File: src/rtl/reg_wr_arbiter.sv
// Round-robin arbiter for the register file write port, with a zero-fill sweep after reset
// or on clear_req. Define REG_ARB_R0_LOCK_EN to block writes to r0 and flag attempts.
module reg_wr_arbiter #(
  parameter int unsigned pw   = 3,
  parameter int unsigned NREQ = 3,
  parameter int unsigned DW   = 8
) (
  input  logic               clk,
  input  logic               reset,
  input  logic [NREQ-1:0]    req_valid,
  input  logic [NREQ*pw-1:0] req_addr,
  input  logic [NREQ*DW-1:0] req_data,
  output logic [NREQ-1:0]    req_ready,
  input  logic               clear_req,
  output logic               wr_en,
  output logic [pw-1:0]      wr_addr,
  output logic [DW-1:0]      dat_in,
  output logic [1:0]         grant_id,
  output logic               busy,
  output logic               r0_viol
);

`ifdef REG_ARB_R0_LOCK_EN
  localparam bit R0Lock = 1'b1;
`else
  localparam bit R0Lock = 1'b0;
`endif

  typedef enum logic [0:0] {StClear, StArb} state_e;

  state_e          state_q, state_d;
  logic [pw-1:0]   ctr_q, ctr_d;
  logic [1:0]      rr_last_q, rr_last_d;
  logic            wr_en_q, wr_en_d;
  logic [pw-1:0]   wr_addr_q, wr_addr_d;
  logic [DW-1:0]   dat_in_q, dat_in_d;
  logic [1:0]      grant_id_q, grant_id_d;
  logic            r0_viol_q, r0_viol_d;

  logic            grant_vld;
  logic [1:0]      grant_idx;
  logic [pw-1:0]   grant_addr;
  logic [DW-1:0]   grant_data;
  logic            arb_en;

  assign arb_en = (state_q == StArb) && !reset;

  // First valid requester searching upward from the one after the last winner.
  always_comb begin
    int unsigned idx;
    grant_vld = 1'b0;
    grant_idx = '0;
    for (int unsigned k = 1; k <= NREQ; k++) begin
      idx = (int'(rr_last_q) + k) % NREQ;
      if (!grant_vld && req_valid[idx]) begin
        grant_vld = 1'b1;
        grant_idx = 2'(idx);
      end
    end
  end

  assign grant_addr = req_addr[grant_idx*pw +: pw];
  assign grant_data = req_data[grant_idx*DW +: DW];
  assign req_ready  = (arb_en && grant_vld) ? (NREQ'(1) << grant_idx) : '0;

  always_comb begin
    state_d    = state_q;
    ctr_d      = ctr_q;
    rr_last_d  = rr_last_q;
    wr_en_d    = 1'b0;
    wr_addr_d  = wr_addr_q;
    dat_in_d   = dat_in_q;
    grant_id_d = grant_id_q;
    r0_viol_d  = r0_viol_q;
    unique case (state_q)
      StClear: begin
        wr_en_d   = 1'b1;
        wr_addr_d = ctr_q;
        dat_in_d  = '0;
        ctr_d     = ctr_q + pw'(1);
        if (ctr_q == {pw{1'b1}}) state_d = StArb;
      end
      StArb: begin
        if (grant_vld) begin
          rr_last_d = grant_idx;
          if (R0Lock && (grant_addr == '0)) begin
            r0_viol_d = 1'b1;
          end else begin
            wr_en_d    = 1'b1;
            wr_addr_d  = grant_addr;
            dat_in_d   = grant_data;
            grant_id_d = grant_idx;
          end
        end
        // The grant made this cycle still lands; the sweep starts next cycle.
        if (clear_req) begin
          state_d = StClear;
          ctr_d   = '0;
        end
      end
      default: state_d = StClear;
    endcase
  end

  always_ff @(posedge clk) begin
    if (reset) begin
      state_q    <= StClear;
      ctr_q      <= '0;
      rr_last_q  <= 2'(NREQ - 1);
      wr_en_q    <= 1'b0;
      wr_addr_q  <= '0;
      dat_in_q   <= '0;
      grant_id_q <= '0;
      r0_viol_q  <= 1'b0;
    end else begin
      state_q    <= state_d;
      ctr_q      <= ctr_d;
      rr_last_q  <= rr_last_d;
      wr_en_q    <= wr_en_d;
      wr_addr_q  <= wr_addr_d;
      dat_in_q   <= dat_in_d;
      grant_id_q <= grant_id_d;
      r0_viol_q  <= r0_viol_d;
    end
  end

  assign wr_en    = wr_en_q;
  assign wr_addr  = wr_addr_q;
  assign dat_in   = dat_in_q;
  assign grant_id = grant_id_q;
  assign busy     = (state_q == StClear);
  assign r0_viol  = R0Lock ? r0_viol_q : 1'b0;

endmodule

File: config.mk
export PLATFORM = sky130hd
export DESIGN_NAME = reg_wr_arbiter
export DESIGN_NICKNAME = d
export VERILOG_FILES = /design/src/rtl/reg_wr_arbiter.sv
export SDC_FILE = /design/constraint.sdc
export NUM_CORES = 1
export LEC_CHECK = 0
export BUFFER_PORTS_ARGS = -buffer_cell sky130_fd_sc_hd__buf_4
export CAP_MARGIN = 40
export CORE_MARGIN = 5
export CORE_UTILIZATION = 45
export CTS_CLUSTER_DIAMETER = 30
export DETAILED_ROUTE_END_ITERATION = 8
export PLACE_DENSITY_LB_ADDON = 0.08
export SLEW_MARGIN = 20
export SYNTH_ARGS = -nofsm -noshare
export SYNTH_HDL_FRONTEND = slang
export SYNTH_SLANG_ARGS = --single-unit
File: constraint.sdc
create_clock -name clk -period 2.75 [get_ports clk]
set_input_delay 0.1375 -clock clk [delete_from_list [all_inputs] [get_ports clk]]
set_output_delay 0.1375 -clock clk [all_outputs]
set_load 0.03 [all_outputs]
## Word level (Yosys, flattened, before mapping)

Cells that the tools add are included.
Widths: inputs -> output; s select.

- Reduce and logical (&&, ||, !) cells: 8
- Div/mod/pow operators: 3
- Shifts and indexed selects: 3
- Add/subtract/negate cells: 4
- $lt $le $gt $ge: 3
- Multipliers: 1
- Equal/unequal tests: 3
- Bitwise logic cells: 1
- Multiplexer cells: 24

Operators by type and width:

| cell | number |
|---|---|
| $lt 32x3->1 const B | 3 |
| $mod 32x2->32 const B | 3 |
| $shiftx 24x6->8 | 1 |
| $pmux 8 s2 | 1 |
| $pmux 3 s2 | 2 |
| $mux 1 | 9 |
| $mux 3 | 3 |
| $shiftx 9x5->3 | 1 |
| $mux 8 | 1 |
| $add 2x2->3 const B | 2 |
| $bmux 1 s2 | 3 |
| $mux 2 | 3 |
| $logic_and 1x1->1 | 4 |
| $mul 2x2->4 const B | 1 |
| $pmux 1 s2 | 2 |
| $add 2x1->3 const B | 1 |
| $add 3x1->3 const B | 1 |
| $eq 3x3->1 const B | 1 |
| $logic_not 1->1 | 3 |
| $shl 1x2->3 const A | 1 |
| $ne 2x1->1 const B | 1 |
| $ne 2x2->1 const B | 1 |
| $reduce_and 2->1 | 1 |
| $not 1->1 | 1 |

- Output and inout bits: 19
- Input bits: 39
- Bits in registers: 20
- Word-level logic and storage cells: 57

## Logic depth before layout (Yosys ltp)

- Depth after elaboration: 15
- Gate-level depth with buffers: 10
- Gate-level depth less buffers: 8

## Worst setup path before layout

OpenSTA, ideal clock, no wires.

- Kind: flip-flop to output port
- Start point: reg rr_last_q[0]
- End point: out req_ready[0]
- Required time: 2.612 ns
- Path slack: 0.475 ns
- Data arrival time: 2.138 ns
- Path buffers: 1
- Cell stages (with the launch flop): 9
- Path through: dfxtp_1 > inv_1 > ha_1 > inv_1 > mux2i_1 > or3_1 > buf_4 > nand3_2 > nor2_1

- Word-level cells in the longest chain between the ends: 13

RTL lines:

| element | line | text |
|---|---|---|
| start: declaration | 33 | `logic [1:0] rr_last_q, rr_last_d;` |
| start signal: assignment | 109 | `rr_last_q <= 2'(NREQ - 1);` |
| start signal: assignment | 118 | `rr_last_q <= rr_last_d;` |
| $add 2x1->3 | 54 | `idx = (int'(rr_last_q) + k) % NREQ;` |
| $mod 32x2->32 | 54 |  |
| $bmux 1 s2 | 55 | `if (!grant_vld && req_valid[idx]) begin` |
| $mux 1 (not written as such) | 55 |  |
| $mux 1 | 55 |  |
| $logic_not 1->1 | 55 |  |
| $logic_and 1x1->1 | 55 |  |
| $mux 1 | 55 |  |
| $logic_not 1->1 | 55 |  |
| $logic_and 1x1->1 | 55 |  |
| $mux 2 / $mux 1 (equally long branches) | 55 |  |
| $shl 1x2->3 / $logic_and 1x1->1 (equally long branches) | 64 | `assign req_ready = (arb_en && grant_vld) ? (NREQ'(1) << grant_idx) : '0;` |
| $mux 3 (*) | 64 |  |
| end: declaration | 13 | `output logic [NREQ-1:0] req_ready,` |

Mark *: on every way between the ends. The rest lies on a longest branch, timed or not. The select of a mux whose other input is x is not followed.

## Worst setup path after layout

- Start point: reg rr_last_q[1]
- End point: out req_ready[1]

The elaborated chain is that of the path after synthesis.

==> impl_metrics.tcl <==
set metrics [dict create \
    setup_viol 0 \
    ys.flop_type "dfxtp_1" \
    swShare_pct 27.58 \
    grt_first_pass_wirelength_um 5685 \
    ys_types 40 \
    power_density_nw_per_um2 322.2 \
    avgSynthCellArea_um2 8.547 \
    synth.cell_area_um2 1316 \
    ant_nets 0 \
    postCtsSetupBuffers 0 \
    place_congestion 0.8709 \
    ys_seq_elements 19 \
    arrival_ns 2.44 \
    hold_class "primary input to register" \
    ctsRootBufferMaster "clkbuf_4" \
    grt_pass1_vias 1292 \
    fin_tns_setup_ns 0 \
    routed_wl_um 3564 \
    path_cells "inv_1 > ha_1 > mux2_4 > mux2_4 > or3_4 > nand3_4 > nor2_1 > buf_4" \
    critPathCaptureType "output pin" \
    ys_seq_area_share_pct 28.90 \
    die-area_um2 4107 \
    yosysTopAreaCellShare_pct 28.90 \
    antennaDiodeCount 0 \
    timing.hold.ws_ns 0.09826 \
    cts_tree "yes" \
    p_sw_w 0.0001605 \
    core_region_area_um2 2781 \
    fin_crit_ns 2.577 \
    synth.most_common_cell "nor2_1" \
    grt.overflow.total 0 \
    nets 255 \
    rsz0062_at_grt "false" \
    cpPeakStageDelay_ns 0.41 \
    slew_headroom_pct 56.81 \
    drive_above_1_share_pct 41.63 \
    final_core_util_pct 64.91 \
    avgRoutedWirePerCell_um 14.85 \
    fin_crit_sh_pct 93.70 \
    die_h_um 64.09 \
    combPwrFrac_pct 26.1 \
    synth.top_cells.by_count "25 x nor2_1, 19 x dfxtp_1, 10 x a21oi_1, 9 x mux2i_1" \
    drv_slew 0 \
    clkSinkCount 19 \
    track_usage_pct 17.03 \
    drv_cap 0 \
    max_freq_mhz 388.1 \
    remaining_drc_errors 0 \
    setup_ws_ns 0.1731 \
    p_clk_share_pct 24.4 \
    synthArstFlopShare_pct 0 \
    areaGrowthSynthToFinish_pct 37.17 \
    path_max_fanout 10 \
    cts_htree_levels 1 \
    syn-num-nets 199 \
    worstPathRequired_ns 2.61 \
    synth_cells 154 \
    die_w_um 64.09 \
    synth_top_area_cell "dfxtp_1" \
    p_int_w 0.0004213 \
    dp_hpwl_um 2790 \
    fill_cells 250 \
    pre_cts_slack_ns 0.2179 \
    cpMaxStageDelayCell "or3_4" \
    clockBufferDepth 2 \
    tightestPinTransition_ns 0.6455 \
    yosys_warnings 0 \
    path_class "register to output pin" \
    dr.pass1.iters 4 \
    start_util_pct 47.32 \
    path_clk_slew_ns 0.10 \
    multiInputGateArea_um2 878.3 \
    ios 58 \
    ir_drop_v 0.0003285 \
    avgViaCountPerCell 5.417 \
    status "finished, final reports clean" \
    synth_edf_count 0 \
    rows 19 \
    hold_violations 0 \
    seqPwrFrac_pct 49.5 \
    numCtsBuffers 3 \
    start_kind "register" \
    vias 1300 \
    fin_worst_skew_ns 0.002031 \
    critPathMostFrequentCell "mux2_4" \
    grt_max_degree 14 \
    antenna_found_initial 0 \
    dr.first_iter.drc_count 59 \
    clock_latency_ns 0.30 \
    synth_area_leaders "dfxtp_1 29%, nor2_1 7.1%, mux2i_1 6.8%" \
    leakagePower_nw 0.8305 \
    seq_area_um2 381.6 \
    port_buffers 56 \
]
## power by group through the flow
stage	Combinational [W]	Sequential (W)	Clock (W)
floorplan	0.0000802	0.000300	0
global placement	0.000145	0.000294	0
detailed placement	0.000148	0.000294	0
CTS	0.000150	0.000288	0.000150
global route	0.000164	0.000289	0.000164
finish	0.000152	0.000288	0.000142
## flip-flops by register name, indices dropped and copies added (netlist names)
register,count
dat_in,8
grant_id,1
wr_addr,3
rr_last_q,2
ctr_q,3
wr_en,1
state_q,1
## critical path: cells and delay by family (launching register included)
family	cells	cell delay, ns
flops	1	0.39
fa+ha+maj	1	0.26
buf+inv	2	0.25
simple gates	3	0.63
mux	2	0.60
## routing by layer
| layer | part of all wire, % | vias up | GRT usage [%] |
|---|---|---|---|
| met5 | 0 | - | 0 |
| met4 | 1.0 | 0 | 5.714 |
| met3 | 7.0 | 5 | 5.079 |
| met2 | 51 | 40 | 29.27 |
| met1 | 40 | 592 | 20.02 |
| li1 | - | 663 | - |
## stage by stage
step                total power (W)  std cells  cell area [um2]
global placement          0.0004391        236             1747
CTS                       0.0005880        240             1778
floorplan                 0.0003800        154             1316
detailed placement        0.0004424        236             1747
finish                    0.0005818        240             1805
global route              0.0006170        240             1805
## worst paths after layout
kind                      from      endpoint  slack (ns)  depth (start not counted)
setup / recovery  rr_last_q[1]  req_ready[1]        0.17                          8
hold / removal           reset      ctr_q[1]         0.1                          2
hold reg to reg      dat_in[0]     dat_in[0]        0.48                          2
setup reg to reg  rr_last_q[1]     dat_in[5]        0.43                          9
## timing repair
action                     in CTS  in global routing
pin swaps                       0                  0
gates resized for setup         1                  6
hold buffers                    0                  0
setup endpoints to repair       2                  2
## cell families after synthesis
group                      Yosys count  synth area share (%)
DFF                                 19                 28.90
muxes                               17                 16.26
and+or+nand+nor                     52                 18.73
other                                1                0.2849
adders and majority gates            6                 5.703
AOI/OAI and AO/OA                   42                 23.38
buffers and inverters               17                 6.749
## layout by cell type, fill, tap and decap left out, types with 2 or more instances in the layout
| cell type | n |
|---|---|
| a21oi_1 | 10 |
| a221oi_1 | 2 |
| a22oi_1 | 4 |
| a311oi_2 | 2 |
| and3_1 | 2 |
| buf_4 | 60 |
| clkbuf_4 | 3 |
| dfxtp_1 | 18 |
| ha_1 | 6 |
| inv_1 | 6 |
| mux2_4 | 6 |
| mux2i_1 | 8 |
| mux2i_4 | 2 |
| nand2_1 | 7 |
| nand2b_1 | 4 |
| nand3_1 | 6 |
| nor2_1 | 25 |
| nor2b_1 | 2 |
| o211ai_1 | 4 |
| o21ai_0 | 3 |
| o21ai_2 | 4 |
| o22ai_1 | 5 |
| o32ai_1 | 3 |
## cell type report
cell class                      count  area share, %
Multi-Input combinational cell    118          48.65
Sequential cell                    19          21.14
Inverter                            8          1.663
Clock buffer                        4          1.455
Tap cell                           31          2.148
Timing Repair Buffer               60          24.95
Note: power is estimated with default switching activity, not from simulation.
